[src/rtl/qnet_div_pkg.sv]
// Shared types and constants for the divider request sequencer.
package qnet_div_pkg;

  // Widths the request/result structs are built with; the sequencer's DW and
  // TAGW parameters must stay equal to these.
  localparam int QNET_DW   = 32;
  localparam int QNET_TAGW = 4;

  // Cycles of slack allowed beyond the divider pipeline depth before the
  // watchdog declares the divider hung.
  localparam int TIMEOUT_EXTRA = 4;

  typedef logic [1:0] state_t;
  localparam state_t ST_IDLE   = 2'd0;
  localparam state_t ST_ISSUE  = 2'd1;
  localparam state_t ST_WAIT   = 2'd2;
  localparam state_t ST_RESULT = 2'd3;

  typedef struct packed {
    logic [QNET_DW-1:0]   a;
    logic [QNET_DW-1:0]   b;
    logic                 sgn;
    logic [QNET_TAGW-1:0] tag;
  } div_req_t;

  typedef struct packed {
    logic [QNET_DW-1:0]   q;
    logic [QNET_DW-1:0]   r;
    logic [QNET_TAGW-1:0] tag;
    logic                 dz;
    logic                 err;
  } div_res_t;

endpackage

[src/rtl/qnet_div_sign.sv]
// Conditional two's-complement negate of two values. Used both to take
// operand magnitudes and to restore signs on the divider results.
module qnet_div_sign #(
  parameter int DW = 32
) (
  input  logic [DW-1:0] a_i,
  input  logic [DW-1:0] b_i,
  input  logic          neg_a_i,
  input  logic          neg_b_i,
  output logic [DW-1:0] y_a_o,
  output logic [DW-1:0] y_b_o
);

  // Negating the most-negative value wraps to itself, which is exactly what
  // the overflow case (min / -1) needs, so no special handling is required.
  assign y_a_o = neg_a_i ? -a_i : a_i;
  assign y_b_o = neg_b_i ? -b_i : b_i;

endmodule

[src/rtl/qnet_div_seq.sv]
// Request sequencer in front of the unsigned pipelined divider: takes signed
// or unsigned requests, feeds magnitudes to the divider, sign-corrects the
// results, handles divide-by-zero locally and times out a hung divider.
//
// state  | meaning
// IDLE   | ready for a request
// ISSUE  | magnitudes on div_a_o/div_b_o, waiting for divider to take start
// WAIT   | divider busy, watchdog running
// RESULT | result held on the output channel until consumed
module qnet_div_seq
  import qnet_div_pkg::*;
#(
  parameter int DW     = QNET_DW,
  parameter int N_PIPE = 32,
  parameter int TAGW   = QNET_TAGW
) (
  input  logic            clk_i,
  input  logic            rst_ni,
  input  logic            in_valid_i,
  output logic            in_ready_o,
  input  logic [DW-1:0]   in_a_i,
  input  logic [DW-1:0]   in_b_i,
  input  logic            in_signed_i,
  input  logic [TAGW-1:0] in_tag_i,
  output logic            div_start_o,
  output logic [DW-1:0]   div_a_o,
  output logic [DW-1:0]   div_b_o,
  input  logic            div_ready_i,
  input  logic            div_end_i,
  input  logic [DW-1:0]   div_quotient_i,
  input  logic [DW-1:0]   div_remainder_i,
  output logic            out_valid_o,
  input  logic            out_ready_i,
  output logic [DW-1:0]   out_quotient_o,
  output logic [DW-1:0]   out_remainder_o,
  output logic [TAGW-1:0] out_tag_o,
  output logic            out_dz_o,
  output logic            out_err_o,
  output logic            err_timeout_o
);

  localparam int TO_LAST = N_PIPE + TIMEOUT_EXTRA - 1;
  localparam int WDW     = $clog2(N_PIPE + TIMEOUT_EXTRA + 1);

  state_t          state_q;
  div_req_t        req;
  div_res_t        res_q;
  logic [DW-1:0]   div_a_q;
  logic [DW-1:0]   div_b_q;
  logic [DW-1:0]   mag_a;
  logic [DW-1:0]   mag_b;
  logic [DW-1:0]   cor_q;
  logic [DW-1:0]   cor_r;
  logic            neg_q_q;
  logic            neg_r_q;
  logic [TAGW-1:0] tag_q;
  logic [WDW-1:0]  wdog_q;
  logic            err_to_q;
  logic            accept;

  assign req = '{a: in_a_i, b: in_b_i, sgn: in_signed_i, tag: in_tag_i};

  qnet_div_sign #(.DW(DW)) u_opnd_mag (
    .a_i     (req.a),
    .b_i     (req.b),
    .neg_a_i (req.sgn & req.a[DW-1]),
    .neg_b_i (req.sgn & req.b[DW-1]),
    .y_a_o   (mag_a),
    .y_b_o   (mag_b)
  );

  qnet_div_sign #(.DW(DW)) u_res_fix (
    .a_i     (div_quotient_i),
    .b_i     (div_remainder_i),
    .neg_a_i (neg_q_q),
    .neg_b_i (neg_r_q),
    .y_a_o   (cor_q),
    .y_b_o   (cor_r)
  );

  // Ready is gated by reset so nothing looks acceptable while held in reset.
  assign in_ready_o  = (state_q == ST_IDLE) & rst_ni;
  assign accept      = in_valid_i & in_ready_o;
  assign div_start_o = (state_q == ST_ISSUE) & div_ready_i;
  assign div_a_o     = div_a_q;
  assign div_b_o     = div_b_q;

  assign out_valid_o     = (state_q == ST_RESULT);
  assign out_quotient_o  = res_q.q;
  assign out_remainder_o = res_q.r;
  assign out_tag_o       = res_q.tag;
  assign out_dz_o        = res_q.dz;
  assign out_err_o       = res_q.err;
  assign err_timeout_o   = err_to_q;

  // Request sequencing, watchdog and result capture.
  always_ff @(posedge clk_i or negedge rst_ni) begin
    if (!rst_ni) begin
      state_q  <= ST_IDLE;
      div_a_q  <= '0;
      div_b_q  <= '0;
      neg_q_q  <= 1'b0;
      neg_r_q  <= 1'b0;
      tag_q    <= '0;
      wdog_q   <= '0;
      res_q    <= '0;
      err_to_q <= 1'b0;
    end else begin
      case (state_q)
        ST_IDLE: begin
          if (accept) begin
            div_a_q <= mag_a;
            div_b_q <= mag_b;
            neg_q_q <= req.sgn & (req.a[DW-1] ^ req.b[DW-1]);
            neg_r_q <= req.sgn & req.a[DW-1];
            tag_q   <= req.tag;
            if (req.b == '0) begin
              res_q   <= '{q: {DW{1'b1}}, r: req.a, tag: req.tag, dz: 1'b1, err: 1'b0};
              state_q <= ST_RESULT;
            end else begin
              state_q <= ST_ISSUE;
            end
          end
        end
        ST_ISSUE: begin
          if (div_ready_i) begin
            wdog_q  <= '0;
            state_q <= ST_WAIT;
          end
        end
        ST_WAIT: begin
          if (div_end_i) begin
            res_q   <= '{q: cor_q, r: cor_r, tag: tag_q, dz: 1'b0, err: 1'b0};
            state_q <= ST_RESULT;
          end else if (wdog_q == WDW'(TO_LAST)) begin
            res_q    <= '{q: '0, r: '0, tag: tag_q, dz: 1'b0, err: 1'b1};
            err_to_q <= 1'b1;
            state_q  <= ST_RESULT;
          end else begin
            wdog_q <= wdog_q + WDW'(1);
          end
        end
        ST_RESULT: begin
          if (out_ready_i) state_q <= ST_IDLE;
        end
        default: state_q <= ST_IDLE;
      endcase
    end
  end

endmodule

[config.mk]
export PLATFORM = sky130hd
export DESIGN_NAME = qnet_div_seq
export DESIGN_NICKNAME = d
export VERILOG_FILES = /design/src/rtl/qnet_div_pkg.sv /design/src/rtl/qnet_div_sign.sv /design/src/rtl/qnet_div_seq.sv
export SDC_FILE = /design/constraint.sdc
export NUM_CORES = 1
export LEC_CHECK = 0
export ABC_AREA = 1
export ABC_CLOCK_PERIOD_IN_PS = 2550
export BUFFER_PORTS_ARGS = -buffer_cell sky130_fd_sc_hd__buf_4
export CORE_MARGIN = 5
export CORE_UTILIZATION = 25
export DETAILED_ROUTE_END_ITERATION = 10
export HOLD_SLACK_MARGIN = 0.03
export MAX_ROUTING_LAYER = met4
export PLACE_DENSITY = 0.43
export SYNTH_ARGS = -nofsm -noshare
export SYNTH_HDL_FRONTEND = slang
export SYNTH_SLANG_ARGS = --single-unit
[constraint.sdc]
create_clock -name clk_i -period 2.55 [get_ports clk_i]
set_input_delay 0 -clock clk_i [delete_from_list [all_inputs] [get_ports clk_i]]
set_output_delay 0 -clock clk_i [all_outputs]
set_load 0.02 [all_outputs]
==> out/qor.csv <==
metric,value,unit
status,"complete, no violations",
Synth Warn #,0,
reg2reg end,div_a_o[31]$_DFFE_PN0P_,
Tmin final,2.43,ns
core area,38700,sq um
global-route wire length before repair,66200,microns
crit share post-route,0.954,
clk sinks,149,
Worst R2R Setup Slack,0.17,ns
crit path to,div_a_o[23]$_DFFE_PN0P_,
Sw Pwr,0.00644,W
chip height,208,microns
Synth Instances,1525,
syn_area_per_cell,6.45,sq um
Tightest Pin Transition,0.983,ns
TritonCTS clock tree,yes,
Worst-path clk slew,0.07,ns
pwr/cell area,974,nW/um^2
CP Launch Type,primary input,
CTS Buffer Depth,2,
MaxCap Viol Count,0,
Syn Nets,1674,
vias in the first global route,11300,
Pre-antenna DRT Iters,5,
Clock power frac,0.185,
Pins Over Slew Limit,0,
hpwl dp,33200,microns
root buffer cell,clkbuf_16,
FP Rows,72,
r2r startpoint,state_q[1]$_DFFE_PN0P_,
GPL Wtd Cong,0.915,
Pint,0.00756,W
worst setup margin,0.118,ns
area grow syn2layout,46.2,%
sequential power share,0.290,
WL final,42600,microns
FMAX,411,MHz
Crit Path Class,primary input to register,
largest net degree at the start of global routing,71,
Post-Syn Area,9830,sq um
Worst VDD drop,0.000464,V
Hold Crit Class,primary input to register,
Final Hold Viols,0,
Post-route DRC,0,
Worst Setup End Kind,register,
WL met1,19000,microns
Clock Skews,0.0115,ns
Port Buffer Count,276,
drt first-iter violations,656,
"antenna viol nets, final",0,
initial antenna violation count,6,
initial core utilization,0.254,
Clock Latency Late Sink,0.44,ns
sw frac,0.460,
gr ovfl total,0,
routed vias,11300,
final number of setup-violating endpoints,0,
synth unique cells,39,
P_leak,6.99,nW
IO Pins,277,
Finished Cell Area,14400,sq um
final hold slack,0.0571,ns
Setup crit start,in_a_i[14],
DR WL met2,20100,microns
Yosys reg bits,149,
die area,43400,sq um
Via-to-Cell Ratio,4.60,
path depth of the worst reg2reg path,11,
cts bufs inserted,17,
Slew headroom,0.338,
Design Power,0.0140,W
share of layout cells above drive strength 1,0.188,
die extent in x,208,microns
RSZ-0062 raised after global routing,no,
WL per Instance,17.4,microns
Filler cells,4188,
WP data arrival,2.75,ns
pre-CTS setup slack,0.213,ns
Placed Area,12500,sq um
Comb pwr share,0.525,
setup tns final,0,ns
gr usage total,0.199,
post-synthesis sequential area ratio,0.379,
top layer reached by signal wires,met4,
crit-path max FO,3,
CP required,2.87,ns
met3 WL post-DR,2650,microns
H-Tree Level Count,4,
Final #Nets,2063,
==> sequential cells by signal, summed over array words and instances, names as in the netlist <==
register         cells
out_tag_o            4
out_quotient_o      32
wdog_q               6
neg_q_q              1
div_a_o             32
out_dz_o             1
state_q              2
div_b_o             32
out_err_o            1
out_remainder_o     32
err_timeout_o        1
neg_r_q              1
tag_q                4
==> cells in the final DEF, fill, tap and decap left out, drive strengths merged <==
master	Yosys	final
nand2	438	438
dfrtp	149	149
buf	20	301
clkbuf	34	21
ha	10	10
dlygate4sd3	0	123
a31oi	1	1
diode	0	6
nand3b	6	6
xor2	23	23
a21o	1	1
o31ai	4	4
o21ai	125	125
a21oi	59	59
clkinvlp	0	1
nand3	159	159
o22ai	4	4
or2	4	4
o21bai	1	1
nor3	14	14
a32oi	1	1
and3	1	1
o221ai	1	1
inv	143	143
o211ai	1	1
nor2	292	292
bufinv	0	2
nor4	1	1
xnor2	3	3
clkinv	0	8
nand4	29	29
a21boi	1	1
==> how the worst min path moves through the flow <==
stage               cells after the start                        endpoint               start  slack, ns
CTS                                     5  out_remainder_o[5]$_DFFE_PN0P_           in_a_i[5]       0.03
floorplan                               0          div_a_o[0]$_DFFE_PN0P_              rst_ni      -0.30
global route                            5  out_quotient_o[10]$_DFFE_PN0P_  div_quotient_i[10]       0.06
finish                                  5  out_quotient_o[10]$_DFFE_PN0P_  div_quotient_i[10]       0.06
global placement                        1           wdog_q[4]$_DFFE_PN0P_              rst_ni      -0.13
detailed placement                      1           wdog_q[4]$_DFFE_PN0P_              rst_ni      -0.13
==> kinds of logic after synthesis <==
kind of cell             share of synthesized area
AND/OR/NAND/NOR                              0.398
AO/OA/AOI/OAI                                0.106
buffers and inverters                       0.0803
flip-flops                                   0.379
XOR/XNOR                                    0.0232
adder cells (fa/ha/maj)                     0.0127
==> synth_stat cells (all sizes together) <==
cell type  number  area share
o211ai          1     0.00076
o221ai          1     0.00089
ha             10       0.013
a21o            1     0.00076
nand3         159       0.081
xnor2           3      0.0027
nand3b          6      0.0050
o21bai          1     0.00076
o21ai         125       0.065
a21boi          1     0.00076
nor4            1     0.00064
nand4          29       0.018
o22ai           4      0.0025
a31oi           1     0.00064
nor2          292        0.11
and3            1     0.00064
a32oi           1     0.00089
nor3           14      0.0071
nand2         438        0.17
clkbuf         34       0.013
or2             4      0.0025
buf            20       0.013
dfrtp         149        0.38
o31ai           4      0.0031
xor2           23       0.020
inv           143       0.055
a21oi          59       0.030
==> per-stage QoR <==
step           instances  utilization
2_1_floorplan       1525            -
3_3_place_gp        2290        0.323
3_5_place_dp        2290        0.323
4_1_cts             2445        0.370
5_1_grt             2451        0.371
6_report            2451        0.371
==> power groups by stage <==
stage / registers, W / clock network [W] / logic, W
finish: 0.00405 / 0.00259 / 0.00735
CTS: 0.00407 / 0.00268 / 0.00745
global placement: 0.00411 / 0 / 0.00718
global route: 0.00417 / 0.00277 / 0.00817
detailed placement: 0.00409 / 0 / 0.00725
floorplan: 0.00496 / 0 / 0.00326
==> worst max-delay path, cell delays in order <==
cell           delay, ns
dlygate4sd3_1       0.57
buf_4               0.16
nor2_2              0.13
nand3_1             0.11
or2_4               0.28
nor2_4              0.13
nand2_1             0.08
a21oi_1             0.12
dlygate4sd3_1       0.55
o21ai_0             0.08
dlygate4sd3_1       0.55
==> repair_timing <==
action,CTS,global route
buffers inserted,0,0
gates resized for setup,0,13
endpoints found under the hold margin,192,0
hold buffers,123,0
setup endpoints to repair,0,37
==> layer usage <==
| layer | vias to the layer above | global-route usage |
|---|---|---|
| li1 | 5683 | - |
| met1 | 5251 | 0.253 |
| met2 | 304 | 0.318 |
| met3 | 36 | 0.0456 |
| met4 | 0 | 0.0573 |
| met5 | - | - |
==> final cells by class <==
cell class              instances  area (sq um)  share of cell area
clock buffers                  21           450              0.0313
clock inverters                11           126             0.00879
inverters                     143           539              0.0375
diodes                          6          15.0             0.00104
well taps                     518           648              0.0451
repair buffers                424          3510               0.245
flip-flops and latches        149          3730               0.259
multi-input cells            1179          5350               0.372
(Power assumes the default switching activity.)
